===== config.mk =====
export PLATFORM = sky130hd
export DESIGN_NAME = lu_pipe
export DESIGN_NICKNAME = d
export VERILOG_FILES = /design/src/rtl/lu_pipe.sv
export SDC_FILE = /design/constraint.sdc
export NUM_CORES = 1
export LEC_CHECK = 0
export CAP_MARGIN = 10
export CORE_MARGIN = 3
export CORE_UTILIZATION = 45
export DETAILED_ROUTE_END_ITERATION = 10
export PLACE_DENSITY = 0.72
export RECOVER_POWER = 100
export SLEW_MARGIN = 0
export SYNTH_ARGS = -nofsm -noshare
export SYNTH_HDL_FRONTEND = slang
export SYNTH_SLANG_ARGS = --single-unit

===== constraint.sdc =====
create_clock -name clk -period 3.23 [get_ports clk]
set_clock_uncertainty 0.05 [all_clocks]
set_input_delay 0.646 -clock clk [delete_from_list [all_inputs] [get_ports clk]]
set_output_delay 0.646 -clock clk [all_outputs]
set_load 0.005 [all_outputs]

===== src/rtl/lu_pipe.sv =====
// rtl/lu_pipe.sv - two-stage WIDTH-bit bitwise logic unit with valid/ready handshake and accumulator
// Optional macro LU_PIPE_FLAGS_EN adds registered zero/parity flags next to result.
module lu_pipe #(
  parameter int               WIDTH    = 8,
  parameter logic [WIDTH-1:0] ACC_INIT = '0
) (
  input  logic             clk,
  input  logic             reset,
  input  logic             in_valid,
  output logic             in_ready,
  input  logic [WIDTH-1:0] a,
  input  logic [WIDTH-1:0] b,
  input  logic [2:0]       op,
  input  logic             acc_sel,
  input  logic             acc_clr,
  output logic             out_valid,
  input  logic             out_ready,
  output logic [WIDTH-1:0] result,
  output logic [WIDTH-1:0] acc
`ifdef LU_PIPE_FLAGS_EN
  ,
  output logic             zero,
  output logic             parity
`endif
);

  // Low four opcodes keep the old gate/mux unit encoding so WIDTH=1 is a drop-in.
  function automatic logic [WIDTH-1:0] lu_op(input logic [2:0] o,
                                             input logic [WIDTH-1:0] x,
                                             input logic [WIDTH-1:0] y);
    logic [WIDTH-1:0] r;
    case (o)
      3'b000:  r = ~(x | y);
      3'b001:  r = x | y;
      3'b010:  r = ~(x & y);
      3'b011:  r = x & y;
      3'b100:  r = x ^ y;
      3'b101:  r = ~(x ^ y);
      3'b110:  r = ~x;
      default: r = x;
    endcase
    return r;
  endfunction

  logic             s1_valid_q, s1_valid_d;
  logic             s2_valid_q, s2_valid_d;
  logic [WIDTH-1:0] a1_q, a1_d;
  logic [WIDTH-1:0] b1_q, b1_d;
  logic [2:0]       op1_q, op1_d;
  logic             acc_sel1_q, acc_sel1_d;
  logic [WIDTH-1:0] result_q, result_d;
  logic [WIDTH-1:0] acc_q, acc_d;
`ifdef LU_PIPE_FLAGS_EN
  logic             zero_q, zero_d;
  logic             parity_q, parity_d;
`endif

  logic             s1_load;
  logic             s2_load;
  logic [WIDTH-1:0] operand_b;
  logic [WIDTH-1:0] new_result;

  // Handshake, stage advance and next-state for both stages and the accumulator.
  // The accumulator is read at stage-2 compute time, so a back-to-back acc_sel
  // beat sees the previous beat's result without a bubble.
  always_comb begin
    s2_load    = s1_valid_q && (!s2_valid_q || out_ready);
    in_ready   = !s1_valid_q || s2_load;
    s1_load    = in_valid && in_ready;

    operand_b  = acc_sel1_q ? acc_q : b1_q;
    new_result = lu_op(op1_q, a1_q, operand_b);

    s1_valid_d = s1_valid_q;
    a1_d       = a1_q;
    b1_d       = b1_q;
    op1_d      = op1_q;
    acc_sel1_d = acc_sel1_q;
    if (s1_load) begin
      s1_valid_d = 1'b1;
      a1_d       = a;
      b1_d       = b;
      op1_d      = op;
      acc_sel1_d = acc_sel;
    end else if (s2_load) begin
      s1_valid_d = 1'b0;
    end

    s2_valid_d = s2_valid_q;
    result_d   = result_q;
    if (s2_load) begin
      s2_valid_d = 1'b1;
      result_d   = new_result;
    end else if (out_ready) begin
      s2_valid_d = 1'b0;
    end

    // A stage-2 load takes priority over a simultaneous clear.
    acc_d = acc_q;
    if (s2_load) begin
      acc_d = new_result;
    end else if (acc_clr) begin
      acc_d = ACC_INIT;
    end

`ifdef LU_PIPE_FLAGS_EN
    zero_d   = zero_q;
    parity_d = parity_q;
    if (s2_load) begin
      zero_d   = (new_result == '0);
      parity_d = ^new_result;
    end
`endif
  end

  // Pipeline and accumulator registers; reset discards all in-flight beats.
  always_ff @(posedge clk) begin
    if (reset) begin
      s1_valid_q <= 1'b0;
      s2_valid_q <= 1'b0;
      a1_q       <= '0;
      b1_q       <= '0;
      op1_q      <= '0;
      acc_sel1_q <= 1'b0;
      result_q   <= '0;
      acc_q      <= ACC_INIT;
`ifdef LU_PIPE_FLAGS_EN
      zero_q     <= 1'b0;
      parity_q   <= 1'b0;
`endif
    end else begin
      s1_valid_q <= s1_valid_d;
      s2_valid_q <= s2_valid_d;
      a1_q       <= a1_d;
      b1_q       <= b1_d;
      op1_q      <= op1_d;
      acc_sel1_q <= acc_sel1_d;
      result_q   <= result_d;
      acc_q      <= acc_d;
`ifdef LU_PIPE_FLAGS_EN
      zero_q     <= zero_d;
      parity_q   <= parity_d;
`endif
    end
  end

  assign out_valid = s2_valid_q;
  assign result    = result_q;
  assign acc       = acc_q;
`ifdef LU_PIPE_FLAGS_EN
  assign zero      = zero_q;
  assign parity    = parity_q;
`endif

endmodule


## Word level (Yosys, flattened, before mapping)

Index checks and enable logic that the tools add are counted.

- Word-level logic and storage cells: 39
- Output and inout bits: 18
- Latch bits: 0
- Memories: 0
- Flip-flop bits (word level): 38
- Input bits: 25
- Memory bits (read-only): 0
- Bits in writable memories: 0

- Muxes and demuxes: 8
- Bitwise logic cells: 7
- Magnitude comparators: 0
- Equality and inequality tests: 6
- Reduce and logical (&&, ||, !) cells: 10
- Multiply operators: 0
- Divide/modulo/power cells: 0
- Add/sub/neg operators: 0
- Shift operators: 0

Operator list:

| kind | number |
|---|---|
| 8-bit one-hot mux with 7 select lines | 1 |
| 8-bit inverter | 4 |
| 8-bit two-way mux | 3 |
| 3-bit == test (second input constant) | 3 |
| 8-bit bitwise AND | 1 |
| 8-bit OR | 1 |
| 8-bit XOR | 1 |
| 3-bit by 2-bit == test with 1-bit output (second input constant) | 2 |
| 2-bit nonzero test | 3 |
| 1-bit two-way mux | 4 |
| 3-bit by 1-bit == test with 1-bit output (second input constant) | 1 |
| 3-bit logical NOT | 1 |
| 1-bit logical AND | 2 |
| 1-bit logical NOT | 2 |
| 1-bit logical OR | 2 |

## Longest topological paths before layout

- Word-level depth: 6
- Depth in mapped cells: 8
- Mapped depth without buffers: 7

## Worst setup path after synthesis

Ideal clock, no wire load.

- Kind: register to register
- From: register acc_sel1_q
- To: register result_q[0], in the netlist result[0]
- Arrival time: 1856 ps
- Stages on the path, launching flop included: 8
- Setup time: 58 ps
- Clock period less this slack: 1964 ps
- Setup slack: 1266 ps
- Required time: 3122 ps
- Path buffers: 1
- Cell sequence: dfxtp_1 clkbuf_1 mux2i_1 ha_1 or4bb_1 nand4_1 o221a_1 a21o_1

- Cells in the longest elaborated chain, start to end: 4
- Elaborated cells between the ends (all ways): 8

Ends and longest elaborated chain:

| item | RTL line | source |
|---|---|---|
| start: declaration | 50 | `logic acc_sel1_q, acc_sel1_d;` |
| start signal: assignment | 137 | `acc_sel1_q <= acc_sel1_d;` |
| 8-bit two-way mux (*) | 71 | `operand_b = acc_sel1_q ? acc_q : b1_q;` |
| 8-bit XOR (tied with other cells) | 37, 38 |  |
| 8-bit inverter (on tied branches) | 38, 33, 35 |  |
| 8-bit one-hot mux with 7 select lines (*) | 32 | `case (o)` |
| end signal: assignment | 138 | `result_q <= result_d;` |
| end: declaration | 51 | `logic [WIDTH-1:0] result_q, result_d;` |

Mark *: on every way between the ends. The rest lies on a longest branch, timed or not.
A chain may end at the register's enable or synchronous reset.

## Final worst setup path

- From: input port out_ready
- To: output port in_ready

- Cells in the longest elaborated chain, start to end: 3

Ends and longest elaborated chain:

| item | RTL line | source |
|---|---|---|
| start: declaration | 17 | `input logic out_ready,` |
| 1-bit logical OR | 67 | `s2_load = s1_valid_q && (!s2_valid_q \|\| out_ready);` |
| 1-bit logical AND | 67 |  |
| 1-bit logical OR | 68 | `in_ready = !s1_valid_q \|\| s2_load;` |
| end: declaration | 10 | `output logic in_ready,` |

No other way between the ends.

==> results.ini <==
[worst_hold_path]
hold_path.startpoint = result[0]$_SDFFE_PP0N_
worstHoldPathCells = 1
hold-path-endpoint = result[0]$_SDFFE_PP0N_
worstHoldPathType = reg -> reg

[worst_setup_path]
ff2ff_setup_slack_ps = 1010
crit_fanout = 3
regToRegEndpoint = result[2]$_SDFFE_PP0N_
worstPathRequired_ps = 2530
reg2reg_depth = 7
worstSetupPathType = in -> out
r2r_start = acc_sel1_q$_SDFFE_PP0P_
end_kind = primary output
critPathLaunchType = input port
worstPathArrival_ps = 2000

[global_route]
antenna_found_initial = 0
grt_use_total_pct = 19.18
grt_pass1_wl_mm = 9.149
grt_overflow = 0
grt_max_degree = 29
grt_pass1_vias = 1961

[synth]
syn_inst = 267
synth_cell_types = 35
synth.ff_latch_count = 38
synth_warnings = 0
syn_area_um2 = 2271
yosysTopAreaCellShare_pct = 33.50
yosysSeqAreaShare_pct = 33.50
yosysTopAreaCell = dfxtp_1
synth.avg_cell_area_um2 = 8.505
synth_area_leaders = dfxtp_1 (33%), ha_1 (8.8%), nand2_1 (7.8%)
synth_fp_nets = 308

[pwr]
power.share.clock_pct = 35.1
swShare_pct = 26.16
comb_power_share_pct = 18.3
power_switching_mw = 0.2981
power.leakage_nw = 1.295
power_density_nw_per_um2 = 403.0
p_int_mw = 0.8415
p_seq_share_pct = 46.6
finalPower_mw = 1.140
ir_drop_mv = 0.2666

[routing]
vias = 1990
routedWlPerCell_um = 14.58
vias_per_cell = 5.364
drc = 0
drt_iter0_markers = 102
drt_first_pass_iters = 4
postRouteAntennaNets = 0
wl_mm = 5.411

[cts]
ctsResizeCount = 0
clockBufferDepth = 2
clk_pin_slew_ps = 70
numCtsBuffers = 5
cts_root_buffer = clkbuf_8
cts_tree = done
cts-htree-levels = 2
cts_num_sinks = 38
post_cts_buffers = 0
hold_buffers = 0
clk_latency_ps = 290

[floorplan]
fp.dieW_um = 77.04
die-height_um = 77.04
die-area_um2 = 5935
coreArea_um2 = 4786
start_util_pct = 47.45
fp-row-count = 25
ioPinCount = 43

[sta]
timing.final.crit_share_pct = 83.40
slew_headroom_pct = 25.27
setup_viol = 0
fin_tns_setup_ps = 0
rsz0062_at_grt = false
tightest_slew_ps = 1119
fmax_ghz = 0.3712
finalCriticalPeriod_ps = 2694
hold_viol_final = 0
slew_viol_final = 0

[layout]
final_cells = 371
mostFrequentLayoutCell = nand2_1
antenna_cells = 0
fin_nets = 344
layout-drive-gt1-share_pct = 5.921
area_delta_synth_final_pct = 24.52
layout_common_cells = nand2_1 (47), dfxtp_1 (38), a21oi_1 (25), inv_1 (22), clkdlybuf4s50_1 (22)

[placed_design]
dp_hpwl_mm = 3.741
gp_congestion = 0.7550
place_inst = 363
io_buffers = 42

[status]
run_status = complete, no violations

[flow_run]
cap_violations = 0

through the flow:
step | hold slack [ps] | util (%) | setup WS (ps) | instance area [µm²]
global route | 427.5 | 59.09 | 360.3 | 2828
CTS | 406.4 | 59.19 | 736.6 | 2833
detailed placement | 396.1 | 56.97 | 745.8 | 2726
finish | 403.6 | 59.09 | 536.2 | 2828
floorplan | 385.7 | - | 1266 | 2271
global placement | 387.4 | 56.97 | 753.6 | 2726
how the worst max path moves through the flow:
stage / to / cells past startpoint / slack (ps) / from
after floorplan: result[0]$_SDFFE_PP0N_ / 7 / 1270 / acc_sel1_q$_SDFFE_PP0P_
after global placement: in_ready / 3 / 750 / out_ready
after detailed placement: in_ready / 3 / 750 / out_ready
after CTS: in_ready / 3 / 740 / out_ready
after global routing: result[2]$_SDFFE_PP0N_ / 4 / 360 / reset
final: in_ready / 3 / 540 / out_ready
metal layers:
layer | wire (µm) | vias up | track usage, %
li1 | - | 1014 | -
met1 | 2499 | 916 | 24.93
met2 | 2515 | 54 | 30.92
met3 | 326 | 6 | 4.225
met4 | 69 | 0 | 7.473
met5 | 0 | - | 0
power by group through the flow:
| stage | Sequential, mW | Combinational [mW] | Clock, mW |
|---|---|---|---|
| 2_1_floorplan | 0.528 | 0.137 | 0 |
| 3_3_place_gp | 0.542 | 0.209 | 0 |
| 3_5_place_dp | 0.543 | 0.214 | 0 |
| 4_1_cts | 0.532 | 0.216 | 0.410 |
| 5_1_grt | 0.537 | 0.232 | 0.432 |
| 6_report | 0.532 | 0.208 | 0.400 |
area by class of cell:
type                            instances  area, µm²
Sequential cell                        38      760.7
Timing Repair Buffer                   48      465.4
Multi-Input combinational cell        188       1329
Tap cell                               67      83.83
Inverter                               22      82.58
Fill cell                             470       1958
Clock buffer                            7      76.32
Clock inverter                          1      30.03
cell usage after synthesis, drive strengths merged:
master and n:
a21oi 26, o32ai 5, mux2i 11, nand4 5
nand2 47, o21a 3, o211a 3, clkbuf 10
mux2 5, nor2 2, inv 22, o31ai 3
a21o 10, nand2b 2, o211ai 5, nor3 3
o2bb2ai 3, or4bb 5, nand3 1, o221a 5
nand3b 6, dfxtp 38, nor2b 5, buf 9
ha 16, o21ai 6, nor3b 5, or2 1
or4b 5
critical path, stage by stage:
cell,delay (ps)
dlygate4sd3_1,560
nand3b_1,200
dlygate4sd3_1,600
flip-flops by register name (all words and copies together) (netlist names):
register and flops:
b1_q 8, result 8, out_valid 1, op1_q 3
acc_sel1_q 1, acc 8, a1_q 8, s1_valid_q 1
cell families (layout without fill, tap and decap cells):
group	after synthesis	after routing	synth area share (%)
adders and majority gates	16	16	8.815
DFF	38	38	33.50
muxes	16	16	7.328
and+or+nand+nor	87	87	21.54
AOI/OAI and AO/OA	69	69	21.05
buffers and inverters	41	78	7.769
No activity file was read; power rests on OpenSTA's default activity.
